File: config.mk
export PLATFORM = sky130hd
export DESIGN_NAME = munch_vga_timing
export DESIGN_NICKNAME = d
export VERILOG_FILES = /design/src/rtl/munch_vga_timing.sv
export SDC_FILE = /design/constraint.sdc
export NUM_CORES = 1
export LEC_CHECK = 0
export ABC_AREA = 1
export CORE_MARGIN = 1.5
export CORE_UTILIZATION = 50
export DETAILED_ROUTE_END_ITERATION = 8
export DONT_BUFFER_PORTS = 1
export MAX_ROUTING_LAYER = met4
export PLACE_DENSITY = 0.71
export SLEW_MARGIN = 20
export SYNTH_ARGS = -nofsm -noshare
export SYNTH_HDL_FRONTEND = slang
export SYNTH_SLANG_ARGS = --single-unit
File: constraint.sdc
create_clock -name clk -period 2.3 [get_ports clk]
set_input_delay 0.115 -clock clk [delete_from_list [all_inputs] [get_ports clk]]
set_output_delay 0.115 -clock clk [all_outputs]
set_load 0.01 [all_outputs]
File: src/rtl/munch_vga_timing.sv
// munch_vga_timing
// ----------------
// Raster timing generator feeding the munch pattern renderer. It walks a
// pixel position across the configured raster and registers sync, display
// enable and a completed-frame counter alongside that position.
//
// Default parameters give 640x480@60 from a 25.175 MHz pixel clock.
//
// Optional build macro:
//   MUNCH_VGA_PIXDIV2_EN - an internal divide-by-2 toggle produces pix_tick,
//                          so a 50 MHz board clock yields the pixel rate.
//                          Without it pix_tick is tied high.
//
// Ports:
//   clk          system clock
//   rst          synchronous reset, active-high (overrides en)
//   en           advance enable; 0 freezes every register
//   pix_tick     pixel strobe; counters move only when pix_tick & en
//   hpos         horizontal position, 0..H_TOTAL-1
//   vpos         vertical position, 0..V_TOTAL-1
//   display_on   high inside the visible H_ACTIVE x V_ACTIVE window
//   hsync        SYNC_ACTIVE level while hpos is inside the sync pulse
//   vsync        SYNC_ACTIVE level while vpos is inside the sync lines
//   line_start   one-tick strobe at hpos==0
//   frame_start  one-tick strobe at hpos==0 and vpos==0
//   frame_cnt    completed-frame counter, wraps 255->0
//
// H_TOTAL and V_TOTAL must each be at most 1024 so they fit the 10-bit
// position counters.

module munch_vga_timing #(
  parameter int unsigned H_ACTIVE    = 640,
  parameter int unsigned H_FP        = 16,
  parameter int unsigned H_SYNC      = 96,
  parameter int unsigned H_BP        = 48,
  parameter int unsigned V_ACTIVE    = 480,
  parameter int unsigned V_FP        = 10,
  parameter int unsigned V_SYNC      = 2,
  parameter int unsigned V_BP        = 33,
  parameter bit          SYNC_ACTIVE = 1'b0
) (
  input  logic       clk,
  input  logic       rst,
  input  logic       en,
  output logic       pix_tick,
  output logic [9:0] hpos,
  output logic [9:0] vpos,
  output logic       display_on,
  output logic       hsync,
  output logic       vsync,
  output logic       line_start,
  output logic       frame_start,
  output logic [7:0] frame_cnt
);

  localparam int unsigned H_TOTAL = H_ACTIVE + H_FP + H_SYNC + H_BP;
  localparam int unsigned V_TOTAL = V_ACTIVE + V_FP + V_SYNC + V_BP;

  // Window bounds are kept 11 bits wide so an end bound equal to 1024
  // still compares correctly against the 10-bit position.
  localparam logic [9:0]  H_LAST     = 10'(H_TOTAL - 1);
  localparam logic [9:0]  V_LAST     = 10'(V_TOTAL - 1);
  localparam logic [10:0] H_VIS_END  = 11'(H_ACTIVE);
  localparam logic [10:0] V_VIS_END  = 11'(V_ACTIVE);
  localparam logic [10:0] HS_START   = 11'(H_ACTIVE + H_FP);
  localparam logic [10:0] HS_END     = 11'(H_ACTIVE + H_FP + H_SYNC);
  localparam logic [10:0] VS_START   = 11'(V_ACTIVE + V_FP);
  localparam logic [10:0] VS_END     = 11'(V_ACTIVE + V_FP + V_SYNC);

  logic       adv;
  logic [9:0] h_next;
  logic [9:0] v_next;
  logic [7:0] fc_next;
  logic       de_next;
  logic       hs_next;
  logic       vs_next;

`ifdef MUNCH_VGA_PIXDIV2_EN
  // Divide-by-2 pixel strobe. Resetting to 1 makes the first enabled cycle
  // after reset a pixel tick; the toggle only moves while en is high so a
  // frozen raster resumes on the same phase.
  logic tick_q;

  always_ff @(posedge clk) begin
    if (rst) begin
      tick_q <= 1'b1;
    end else if (en) begin
      tick_q <= ~tick_q;
    end
  end

  assign pix_tick = tick_q;
`else
  assign pix_tick = 1'b1;
`endif

  assign adv = pix_tick & en & ~rst;

  // Next raster position: hpos wraps at end of line and carries into vpos,
  // which in turn carries into the frame counter at the end of the frame.
  always_comb begin
    h_next  = hpos;
    v_next  = vpos;
    fc_next = frame_cnt;
    if (adv) begin
      if (hpos == H_LAST) begin
        h_next = 10'd0;
        if (vpos == V_LAST) begin
          v_next  = 10'd0;
          fc_next = frame_cnt + 8'd1;
        end else begin
          v_next = vpos + 10'd1;
        end
      end else begin
        h_next = hpos + 10'd1;
      end
    end
  end

  // Sync and display enable are decoded from the next position so that the
  // registered versions line up exactly with the hpos/vpos they accompany.
  always_comb begin
    de_next = ({1'b0, h_next} < H_VIS_END) && ({1'b0, v_next} < V_VIS_END);
    hs_next = (({1'b0, h_next} >= HS_START) && ({1'b0, h_next} < HS_END))
              ? SYNC_ACTIVE : ~SYNC_ACTIVE;
    vs_next = (({1'b0, v_next} >= VS_START) && ({1'b0, v_next} < VS_END))
              ? SYNC_ACTIVE : ~SYNC_ACTIVE;
  end

  // Reset returns to the top-left visible pixel with both syncs idle.
  always_ff @(posedge clk) begin
    if (rst) begin
      hpos       <= 10'd0;
      vpos       <= 10'd0;
      frame_cnt  <= 8'd0;
      display_on <= 1'b1;
      hsync      <= ~SYNC_ACTIVE;
      vsync      <= ~SYNC_ACTIVE;
    end else begin
      hpos       <= h_next;
      vpos       <= v_next;
      frame_cnt  <= fc_next;
      display_on <= de_next;
      hsync      <= hs_next;
      vsync      <= vs_next;
    end
  end

  // Strobes qualify the current position with the advance condition so they
  // last exactly one pixel tick and stay low while frozen or in reset.
  assign line_start  = adv & (hpos == 10'd0);
  assign frame_start = line_start & (vpos == 10'd0);

endmodule

### Word level (Yosys, flattened, before mapping)

Index checks and enable logic that the tools add are counted.

* bitwise operators: 4
* mux-type cells: 7
* equal/unequal tests: 2
* add/sub/neg operators: 3
* reductions and logical operators: 6
* order comparisons: 6

Operators with widths (count)
* 10-bit two-way mux: 5
* 10-bit by 1-bit adder with 10-bit output, second input constant: 2
* 10-bit equality test, second input constant: 2
* 10-bit zero test: 2
* 10-bit less-than comparator, second input constant: 2
* 10-bit by 9-bit less-than comparator with 1-bit output, second input constant: 2
* 10-bit greater-or-equal comparator, second input constant: 1
* 10-bit by 9-bit greater-or-equal comparator with 1-bit output, second input constant: 1
* 8-bit by 1-bit adder with 8-bit output, second input constant: 1
* 1-bit bitwise AND: 3
* 1-bit logical AND: 3
* 3-bit AND reduction: 1
* 1-bit two-way mux: 2
* 1-bit inverter: 1

* register bits: 31
* word-level logic and storage cells: 34
* input bits: 3
* output and inout bits: 34

### Depth between registers and ports, before layout

Gate-level depths: netlist (run 1).

* depth in word-level cells: 7
* depth in mapped cells: 12
* gate-level depth less buffers: 12

### Least setup slack after synthesis (run 1)

OpenSTA, ideal clock, no wires.

* kind: register to register
* start: reg hpos[0]
* end: reg display_on
* path buffers: 0
* period minus slack after synthesis: 1.694 ns
* setup slack: 0.606 ns
* arrival time: 1.578 ns
* setup time: 0.115 ns
* cell stages (with the launch flop): 11
* path through: dfxtp_1 > ha_1 > nand2_2 > nor3_2 > nand3_1 > o21bai_1 > nand2_1 > nor2_1 > nand2_1 > nand2_1 > nand2_1

* longest elaborated chain between the ends: 5

Ends and longest elaborated chain
* start, declared: line 46 `output logic [9:0] hpos,`
* start signal, assigned: line 140 `hpos <= h_next;`
* 10-bit by 1-bit adder with 10-bit output or 10-bit equality test (tied branches): line 115, 106
* 10-bit two-way mux: line 106 `if (hpos == H_LAST) begin`
* 10-bit two-way mux: line 105 `if (adv) begin`
* 10-bit less-than comparator or 10-bit by 9-bit less-than comparator with 1-bit output (tied branches): line 123 `de_next = ({1'b0, h_next} < H_VIS_END) && ({1'b0, v_next} < V_VIS_END);`
* 1-bit logical AND (*): line 123
* end signal, assigned: line 143 `display_on <= de_next;`
* end, declared: line 48 `output logic display_on,`

Mark *: on every way between the ends. The rest lies on a longest branch, timed or not.
A chain may end at the register's enable or synchronous reset.

### Worst setup path in the final report (run 1)

* start: reg hpos[0]
* end: reg vpos[5]

* longest elaborated chain between the ends: 3

Ends and longest elaborated chain
* 10-bit equality test: line 106
* 10-bit two-way mux: line 106
* 10-bit two-way mux: line 105
* end signal, assigned: line 141 `vpos <= v_next;`
* end, declared: line 47 `output logic [9:0] vpos,`

Every way passes these cells.

==> metrics.yaml, run 1 <==
synth.top_cell.area_share: 0.346
layout-drive-gt1-share: 0.122
clkLatencyLatePin_ps: 330
cts.path.max_buffers: 2
relSlewSlack: 0.628
critPathArrivalTime_ps: 2380
clk_pin_slew_ps: 90
tns_ps: 0
drc: 0
fin_nets: 303
grt_max_degree: 15
fp.coreArea_um2: 3390
setup_viol: 0
min_from: "en"
avgViaCountPerCell: 5.10
grt_pass1_wl_um: 7360
synthMuxAreaShare: 0
path_buf_inv: 1
yosysSeqAreaShare: 0.346
worstPathMaxFanout: 6
cts_tree: "done"
slowest_stage: "dlygate4sd3_1"
hold_path_class: "in -> reg"
routabilityCongestion: 0.914
dp_hpwl_um: 3160
netlist_area_um2: 1790
h-tree-depth: 2
ys_types: 30
rsz0062_at_grt: "false"
post-synth-top-count-cell: "nand2_1"
synth-compound-area-share: 0.0880
synth_edf_count: 0
place_area_um2: 1840
wl_per_cell_um: 12.9
die_area_um2: 3950
die_x_um: 62.9
clkPwrFrac: 0.383
cts-root-buf: "clkbuf_4"
slew_viol_final: 0
min_path_cells: 4
start_util: 0.529
path_delay_family: "simple AND/OR/NAND/NOR gates"
synth-main-ff-cell: "dfxtp_1"
p_sw_mw: 0.203
r2r_end: "vpos[5]"
rows: 21
power.leakage_nw: 0.908
crit_required_ps: 2520
rr_worst_depth: 9
pin_count: 37
nFillCells: 333
firstDrtPassIters: 4
drtAntennaViolNets: 0
yosysWarnings: 0
synth-simple-area-share: 0.418
path_cells: "ha_1, nand2_2, nor3_2, nand3_2, nor2_1, nand2_1, nand2_1, nor2_1, dlygate4sd3_1"
synth_xor_area_frac: 0.00978
dieHeight_um: 62.9
r2r_start: "hpos[0]"
skew_ps: 6.74
cp-end-kind: "flip-flop"
yosysTopAreaCell: "dfxtp_1"
grt_pass1_vias: 1575
powerDensity_nw_per_um2: 448
postRouteWirelength_um: 4420
fin_util: 0.614
fin_crit_sh: 0.937
io_buffer_count: 0
slowest_delay_ps: 540
hold_path_end: "vpos[9]"
diodes: 0
period_needed_ps: 2160
intPower_mw: 0.730
syn_nets: 281
r2r_slack_ps: 140
num_vias: 1745
synth_top_family_by_area: "simple AND/OR/NAND/NOR gates"
worstMarginPinSlew_ps: 558
antenna_found_initial: 0
maxCapViolations: 0
ir_worst_vdd_mv: 0.334
ys_seq_elements: 31
synth_async_sr_flop_share: 0
yosys.area_share.adder: 0.0349
hold_violations: 0
final_area_um2: 2080
numCtsBuffers: 5
seqPwrFrac: 0.582
synth_area_leaders: "dfxtp_1 (35%), nand2_1 (13%), nor2_1 (8.6%)"
drt_iter0_markers: 107
critPathKind: "reg -> reg"
netlist_instances: 273
grt-ovfl-total: 0
grt.total_usage: 0.243
synth_area_per_cell_um2: 6.56
status: "finished, final reports clean"
fmax_mhz: 464
area_growth_pct: 16.2
startpoint_type: "flip-flop"
cts_sinks: 31
combPwrFrac: 0.035
switching_share: 0.218
synthTopCellsByCount: "nand2_1 (60), nor2_1 (41), inv_1 (37)"
## layer usage
| metal | GRT usage | part of all wire |
|---|---|---|
| met1 | 0.313 | 0.46 |
| met2 | 0.372 | 0.47 |
| met3 | 0.0667 | 0.063 |
| met4 | 0.0750 | 0.013 |
| met5 | - | 0 |
## area by class of cell
class	count	area, um^2	area share
Multi-Input combinational cell	197	996	0.478
Sequential cell	31	623	0.299
Timing Repair Buffer	19	180	0.0865
Inverter	41	156	0.0751
Clock buffer	8	68.8	0.0331
Tap cell	46	57.6	0.0276
## cells by family (layout without fill, tap and decap cells)
| family | count (synthesis) | count (layout) |
|---|---|---|
| AO/OA/AOI/OAI | 28 | 28 |
| XOR/XNOR | 2 | 2 |
| adder cells (fa/ha/maj) | 5 | 5 |
| buffers and inverters | 45 | 68 |
| flip-flops | 31 | 31 |
| other | 1 | 1 |
| AND/OR/NAND/NOR | 161 | 161 |
## sequential cells by signal, summed over array words and instances, names as in the netlist
| register | cells |
|---|---|
| vpos | 10 |
| frame_cnt | 8 |
| vsync | 1 |
| hsync | 1 |
| display_on | 1 |
| hpos | 10 |
## power groups by stage
stage          logic [mW]  clock network, mW  registers [mW]
2_1_floorplan      0.0250                  0           0.555
3_3_place_gp       0.0234                  0           0.556
3_5_place_dp       0.0235                  0           0.556
4_1_cts            0.0313              0.366           0.543
5_1_grt            0.0360              0.396           0.544
6_report           0.0326              0.358           0.544
## worst max path at each step
| stage | from | to | slack (ps) | cells past startpoint |
|---|---|---|---|---|
| 6_report | hpos[0] | vpos[5] | 140 | 9 |
| 5_1_grt | hpos[0] | vpos[5] | 20 | 9 |
| 4_1_cts | rst | vpos[2] | 20 | 9 |
| 3_5_place_dp | hpos[0] | frame_cnt[5] | 300 | 10 |
| 3_3_place_gp | hpos[0] | frame_cnt[5] | 360 | 10 |
| 2_1_floorplan | hpos[0] | display_on | 610 | 10 |
## through the flow
step / cells / hold slack, ps / total power [mW] / setup slack [ps]
6_report: 342 / 207 / 0.934 / 144
5_1_grt: 342 / 233 / 0.976 / 18.1
4_1_cts: 339 / 169 / 0.940 / 24.9
3_5_place_dp: 317 / 189 / 0.579 / 297
3_3_place_gp: 317 / 188 / 0.579 / 365
2_1_floorplan: 273 / 193 / 0.580 / 606
## cells in the final DEF (no fill, tap or decap), types with 3 or more instances in the layout
| cell | n |
|---|---|
| nor2_2 | 4 |
| ha_1 | 5 |
| inv_1 | 37 |
| buf_4 | 5 |
| clkbuf_4 | 5 |
| nand3_1 | 16 |
| nor3_1 | 12 |
| nor2_1 | 41 |
| dfxtp_1 | 29 |
| inv_2 | 3 |
| nand2_1 | 60 |
| nand2_2 | 4 |
| nand3_2 | 4 |
| o21ai_0 | 7 |
| dlygate4sd3_1 | 13 |
| and3_1 | 3 |
| o21ai_1 | 4 |
| a21oi_1 | 10 |
| a211oi_1 | 4 |
| nand4_1 | 9 |
## worst min-delay path: cells and delay by family
kind | cells | cell delay, ps
and+or+nand+nor | 3 | 310
AOI/OAI and AO/OA | 1 | 70
## timing repair
item                                   in CTS  in global routing
buffers inserted                            0                  3
resized for setup                           0                  5
endpoints found under the hold margin      24                  0
setup endpoints to repair                   0                  8
hold buffers                               14                  0
(Power assumes the default switching activity.)
==> run 2, diff against run 1 <==
--- a/config.mk
+++ b/config.mk
@@ -6,12 +6,15 @@
 export NUM_CORES = 1
 export LEC_CHECK = 0
 export ABC_AREA = 1
+export CELL_PAD_IN_SITES_DETAIL_PLACEMENT = 2
+export CELL_PAD_IN_SITES_GLOBAL_PLACEMENT = 2
 export CORE_MARGIN = 1.5
-export CORE_UTILIZATION = 50
+export CORE_UTILIZATION = 33
+export CTS_CLUSTER_DIAMETER = 30
 export DETAILED_ROUTE_END_ITERATION = 8
 export DONT_BUFFER_PORTS = 1
 export MAX_ROUTING_LAYER = met4
-export PLACE_DENSITY = 0.71
+export PLACE_DENSITY = 0.83
 export SLEW_MARGIN = 20
 export SYNTH_ARGS = -nofsm -noshare
 export SYNTH_HDL_FRONTEND = slang
==> run 2 against run 1 <==
Compared with the run above: global-route usage fell by 2.8 points; hold slack got worse by 190 ps; routed wire length rose by 33%; sequential power barely moved; highest routed layer unchanged; clock-buffer cell count fell by 2; critical path depth rose by 4; critical endpoint is now display_on; flip-flop and latch count did not move; via count rose by 4.2%; critical path type unchanged; clock skew fell by 1.5 ps.
==> metrics.yaml, run 2 (synthesis gave the netlist of run 1 again) <==
status: "finished, final reports clean"  # unchanged
fin_cells: 354  # was 342
slew_viol_final: 0  # unchanged
tns_ps: 0  # unchanged
cts_tree: "done"  # unchanged
cp-end-kind: "flip-flop"  # unchanged
grt_pass1_vias: 2009  # was 1575
clk_pin_slew_ps: 70  # was 90 ps
period_needed_ps: 2080  # was 2160 ps
pin_count: 37  # unchanged
grt_max_degree: 24  # was 15
die_x_um: 76.7  # was 62.9 um
avgViaCountPerCell: 5.14  # was 5.10
powerDensity_nw_per_um2: 561  # was 448 nW/um^2
fin_crit_sh: 0.903  # was 0.937
drtAntennaViolNets: 0  # unchanged
combPwrFrac: 0.031  # was 0.035
crit_top_cell: "nand2_1"
grt.total_usage: 0.215  # was 0.243
area_growth_pct: 14.2  # was 16.2%
routabilityCongestion: 0.793  # was 0.914
die_area_um2: 5880  # was 3950 um^2
top_regs: "hpos x10, vpos x10, frame_cnt x8"  # unchanged
drc: 0  # unchanged
slowest_delay_ps: 460  # was 540 ps
postRouteWirelength_um: 5890  # was 4420 um
layout_commonest_cell: "nand2_1"  # unchanged
p_sw_mw: 0.248  # was 0.203 mW
num_vias: 1819  # was 1745
start_util: 0.346  # was 0.529
cts-root-buf: "clkbuf_8"  # was clkbuf_4
skew_ps: 5.28  # was 6.74 ps
switching_share: 0.216  # was 0.218
hold_path_class: "in -> reg"  # unchanged
intPower_mw: 0.899  # was 0.730 mW
worstPathMaxFanout: 12  # was 6
worstMarginPinSlew_ps: 999  # was 558 ps
critPathKind: "reg -> reg"  # unchanged
layout-drive-gt1-share: 0.123  # was 0.122
rsz0062_at_grt: "false"  # unchanged
cts.path.max_buffers: 2  # unchanged
path_cells: "ha_1, nand2_2, nor2_2, nand3_2, nor2_4, buf_12, nand2_1, nand2_1, nand2_1, nor2_1, nand2_1, nand2_1, nand2_1"  # was ha_1, nand2_2, nor3_2, nand3_2, nor2_1, nand2_1, nand2_1, nor2_1, dlygate4sd3_1
setup_viol: 0  # unchanged
ir_worst_vdd_mv: 0.289  # was 0.334 mV
clkPwrFrac: 0.495  # was 0.383
seqPwrFrac: 0.474  # was 0.582
layout_common_cells: "nand2_1 (60), nor2_1 (41), inv_1 (37), dfxtp_1 (31), nand3_1 (16)"  # was nand2_1 (60), nor2_1 (41), inv_1 (37), dfxtp_1 (29), nand3_1 (16)
dp_hpwl_um: 4450  # was 3160 um
place_inst: 343  # was 317
diodes: 0  # unchanged
h-tree-depth: 2  # unchanged
grt_pass1_wl_um: 9860  # was 7360 um
fmax_mhz: 481  # was 464 MHz
relSlewSlack: 0.332  # was 0.628
hold_violations: 0  # unchanged
crit_required_ps: 2480  # was 2520 ps
clkLatencyLatePin_ps: 290  # was 330 ps
wl_per_cell_um: 16.6  # was 12.9 um
antenna_found_initial: 0  # unchanged
hold_ws_ps: 12.5  # was 207 ps
rows: 26  # was 21
critPathArrivalTime_ps: 2260  # was 2380 ps
grt-ovfl-total: 0  # unchanged
power.leakage_nw: 0.838  # was 0.908 nW
numCtsBuffers: 5  # unchanged
fin_nets: 291  # was 303
dieHeight_um: 76.7  # was 62.9 um
cts_sinks: 31  # unchanged
startpoint_type: "flip-flop"  # unchanged
slowest_stage: "dfxtp_1"  # was dlygate4sd3_1
fp.coreArea_um2: 5170  # was 3390 um^2
firstDrtPassIters: 4  # unchanged
maxCapViolations: 0  # unchanged
drt_iter0_markers: 48  # was 107
io_buffer_count: 0  # unchanged
==> run 2: final timing paths <==
| kind | startpoint | endpoint | slack (ps) | cells after the start |
|---|---|---|---|---|
| setup / recovery | hpos[0] | display_on | 220 | 13 |
| hold / removal | rst | display_on | 10 | 2 |
| setup reg to reg | hpos[0] | display_on | 220 | 13 |
| hold reg to reg | frame_cnt[5] | frame_cnt[5] | 560 | 2 |
==> run 2: final cells by class <==
cell class / instances / area (um^2)
Multi-Input combinational cell: 197 / 996
Clock inverter: 2 / 35.0
Tap cell: 70 / 87.6
Sequential cell: 31 / 621
Inverter: 41 / 154
Clock buffer: 6 / 82.6
Fill cell: 626 / 3130
Timing Repair Buffer: 7 / 70.1
==> run 2: power by group through the flow <==
stage / sequential [mW] / clock, mW / combinational, mW
floorplan: 0.555 / 0 / 0.0250
global placement: 0.556 / 0 / 0.0251
detailed placement: 0.556 / 0 / 0.0263
CTS: 0.543 / 0.578 / 0.0362
global route: 0.544 / 0.622 / 0.0397
finish: 0.543 / 0.568 / 0.0357
==> run 2: per-layer routing <==
metal,part of all wire,GRT usage,vias up
li1,-,-,893
met1,0.46,0.264,887
met2,0.49,0.353,32
met3,0.040,0.0476,7
met4,0.013,0.0648,0
met5,0,-,-
==> run 2: repair_timing <==
action / 4_1_cts / 5_1_grt
setup endpoints to repair: 0 / 5
hold buffers: 2 / 0
buffers inserted: 0 / 1
gates resized for setup: 0 / 2
hold endpoints to repair: 23 / 0
==> run 2: critical path: cells and delay by family (launching register included) <==
family,cells,cell delay [ps]
buffers and inverters,1,150
AND/OR/NAND/NOR,11,1110
flip-flops,1,460
adder cells (fa/ha/maj),1,260
==> run 2: through the flow <==
| step | setup slack [ps] | total power [mW] | util | instance area, um^2 |
|---|---|---|---|---|
| 6_report | 222 | 1.15 | 0.396 | 2050 |
| 2_1_floorplan | 606 | 0.580 | - | 1790 |
| 3_3_place_gp | 211 | 0.581 | 0.364 | 1880 |
| 3_5_place_dp | 124 | 0.582 | 0.364 | 1880 |
| 4_1_cts | 93.5 | 1.16 | 0.391 | 2020 |
| 5_1_grt | 14.8 | 1.21 | 0.396 | 2050 |
==> run 3, diff against run 2 <==
--- a/config.mk
+++ b/config.mk
@@ -6,15 +6,16 @@
 export NUM_CORES = 1
 export LEC_CHECK = 0
 export ABC_AREA = 1
-export CELL_PAD_IN_SITES_DETAIL_PLACEMENT = 2
-export CELL_PAD_IN_SITES_GLOBAL_PLACEMENT = 2
+export CELL_PAD_IN_SITES_DETAIL_PLACEMENT = 1
+export CELL_PAD_IN_SITES_GLOBAL_PLACEMENT = 1
 export CORE_MARGIN = 1.5
-export CORE_UTILIZATION = 33
+export CORE_UTILIZATION = 43
 export CTS_CLUSTER_DIAMETER = 30
 export DETAILED_ROUTE_END_ITERATION = 8
 export DONT_BUFFER_PORTS = 1
 export MAX_ROUTING_LAYER = met4
 export PLACE_DENSITY = 0.83
+export SKIP_LAST_GASP = 1
 export SLEW_MARGIN = 20
 export SYNTH_ARGS = -nofsm -noshare
 export SYNTH_HDL_FRONTEND = slang
==> run 3 against run 2 <==
Compared with the run above: largest power group is now sequential cells; highest routed layer unchanged; sequential power about the same; first-iteration DRC count up 50%; routed wire length fell by 9.9%; setup slack gained 16 ps; clock power shrank 26%.
==> metrics.yaml, run 3 (synthesis gave the netlist of run 1 again) <==
status: "finished, final reports clean"  # unchanged
numCtsBuffers: 5  # unchanged
worstMarginPinSlew_ps: 927  # was 999 ps
tns_ps: 0  # unchanged
top_layer_used: "met4"  # unchanged
fin_nets: 293  # was 291
rows: 23  # was 26
cts.path.max_buffers: 2  # unchanged
grt.total_usage: 0.258  # was 0.215
crit_required_ps: 2480  # about the same
hold_violations: 0  # unchanged
firstDrtPassIters: 4  # unchanged
period_needed_ps: 2060  # was 2080 ps
wl_per_cell_um: 15.8  # was 16.6 um
powerDensity_nw_per_um2: 504  # was 561 nW/um^2
slew_viol_final: 0  # unchanged
avgViaCountPerCell: 5.37  # was 5.14
hold_path_class: "in -> reg"  # unchanged
final_area_um2: 1980  # was 2050 um^2
grt_pass1_wl_um: 8470  # was 9860 um
top_regs: "hpos x10, vpos x10, frame_cnt x8"  # unchanged
critPathArrivalTime_ps: 2240  # was 2260 ps
drtAntennaViolNets: 0  # unchanged
setup_viol: 0  # unchanged
drt_iter0_markers: 72  # was 48
relSlewSlack: 0.380  # was 0.332
skew_ps: 2.85  # was 5.28 ps
fin_util: 0.495  # was 0.396
cts-root-buf: "clkbuf_8"  # unchanged
clkLatencyLatePin_ps: 290  # about the same
clk_pin_slew_ps: 70  # about the same
grt_pass1_vias: 1870  # was 2009
layout_commonest_cell: "nand2_1"  # unchanged
place_area_um2: 1840  # was 1880 um^2
fp.coreArea_um2: 4000  # was 5170 um^2
p_sw_mw: 0.238  # was 0.248 mW
grt-ovfl-total: 0  # unchanged
intPower_mw: 0.761  # was 0.899 mW
fin_crit_sh: 0.897  # was 0.903
dieHeight_um: 67.6  # was 76.7 um
clkPwrFrac: 0.421  # was 0.495
wl_met1_um: 2380  # was 2700 um
rsz0062_at_grt: "false"  # unchanged
maxCapViolations: 0  # unchanged
route.met2.wl_um: 2640  # was 2870 um
dp_hpwl_um: 3730  # was 4450 um
antenna_found_initial: 0  # unchanged
fmax_mhz: 485  # was 481 MHz
seqPwrFrac: 0.544  # was 0.474
combPwrFrac: 0.035  # was 0.031
startpoint_type: "flip-flop"  # unchanged
die_area_um2: 4560  # was 5880 um^2
drc: 0  # unchanged
diodes: 0  # unchanged
cp-end-kind: "flip-flop"  # unchanged
routabilityCongestion: 0.859  # was 0.793
cts_tree: "done"  # unchanged
power.leakage_nw: 0.823  # was 0.838 nW
die_x_um: 67.6  # was 76.7 um
num_vias: 1804  # was 1819
h-tree-depth: 2  # unchanged
postRouteWirelength_um: 5310  # was 5890 um
layout-drive-gt1-share: 0.122  # was 0.123
io_buffer_count: 0  # unchanged
grt_max_degree: 24  # unchanged
met3WireLength_um: 192  # was 238 um
cts_sinks: 31  # unchanged
layout_common_cells: "nand2_1 (60), nor2_1 (41), inv_1 (37), dfxtp_1 (30), nand3_1 (17)"  # was nand2_1 (60), nor2_1 (41), inv_1 (37), dfxtp_1 (31), nand3_1 (16)
pin_count: 37  # unchanged
ir_worst_vdd_mv: 0.370  # was 0.289 mV
area_growth_pct: 10.6  # was 14.2%
start_util: 0.448  # was 0.346
r2r_slack_ps: 240  # was 220 ps
critPathKind: "reg -> reg"  # unchanged
switching_share: 0.239  # was 0.216
worstPathMaxFanout: 6  # was 12
nFillCells: 547  # was 626
[run 3: cell count changes in the layout (fill, tap and decap cells not counted)]
cell,change
nor2_2,+1
clkbuf_8,-1
bufinv_16,-1
dfxtp_1,-1
buf_4,+2
nand3_1,+1
buf_12,-1
nand3_2,-1
o21ai_0,+1
dfxtp_2,+1
clkbuf_1,+2
o21ai_1,-1
[run 3: area by class of cell]
| type | count | area (um^2) | area share |
|---|---|---|---|
| repair buffers | 8 | 65.1 | 0.0328 |
| well taps | 50 | 62.6 | 0.0316 |
| clock buffers | 7 | 76.3 | 0.0385 |
| clock inverters | 1 | 5.00 | 0.00253 |
| flip-flops and latches | 31 | 622 | 0.314 |
| multi-input cells | 198 | 997 | 0.503 |
| inverters | 41 | 154 | 0.0777 |
[run 3: power by group through the flow]
| stage | Sequential, mW | Clock, mW | Combinational, mW |
|---|---|---|---|
| after global placement | 0.556 | 0 | 0.0248 |
| final | 0.544 | 0.421 | 0.0349 |
| after detailed placement | 0.556 | 0 | 0.0251 |
| after global routing | 0.544 | 0.449 | 0.0391 |
| after floorplan | 0.555 | 0 | 0.0250 |
| after CTS | 0.544 | 0.424 | 0.0342 |
[run 3: path summary, 6_finish.rpt]
check / startpoint / endpoint / cells past startpoint
max: hpos[1] / display_on / 13
min: rst / display_on / 2
max reg2reg: hpos[1] / display_on / 13
min reg2reg: hpos[0] / hpos[0] / 1
[run 3: timing repair]
action,4_1_cts,5_1_grt
gates resized for setup,0,1
hold buffers,2,0
setup buffers,0,4
endpoints found under the setup margin,0,3
endpoints found under the hold margin,23,0
[run 3: routing by layer]
metal,track usage,vias up
li1,-,897
met3,0.0483,12
met1,0.298,862
met4,0.112,0
met5,-,-
met2,0.435,33
[run 3: metrics by stage]
step                      worst slack, ps  cells  hold slack, ps  power, mW
after floorplan                       606    273             193      0.580
after global placement                295    321             186      0.580
after detailed placement              231    321             189      0.581
after CTS                             218    331            17.7       1.00
after global routing                0.536    336            30.4       1.03
final                                 238    336            22.8       1.00
[run 3: critical path: stages (launching register included)]
cell,delay [ps]
dfxtp_1,450
ha_1,250
nand2_2,110
nor2_2,150
nand3_2,130
nor2_4,240
buf_4,160
nand2_1,40
nand2_1,60
nand2_1,70
nor2_1,110
nand2_1,70
nand2_1,70
nand2_1,50
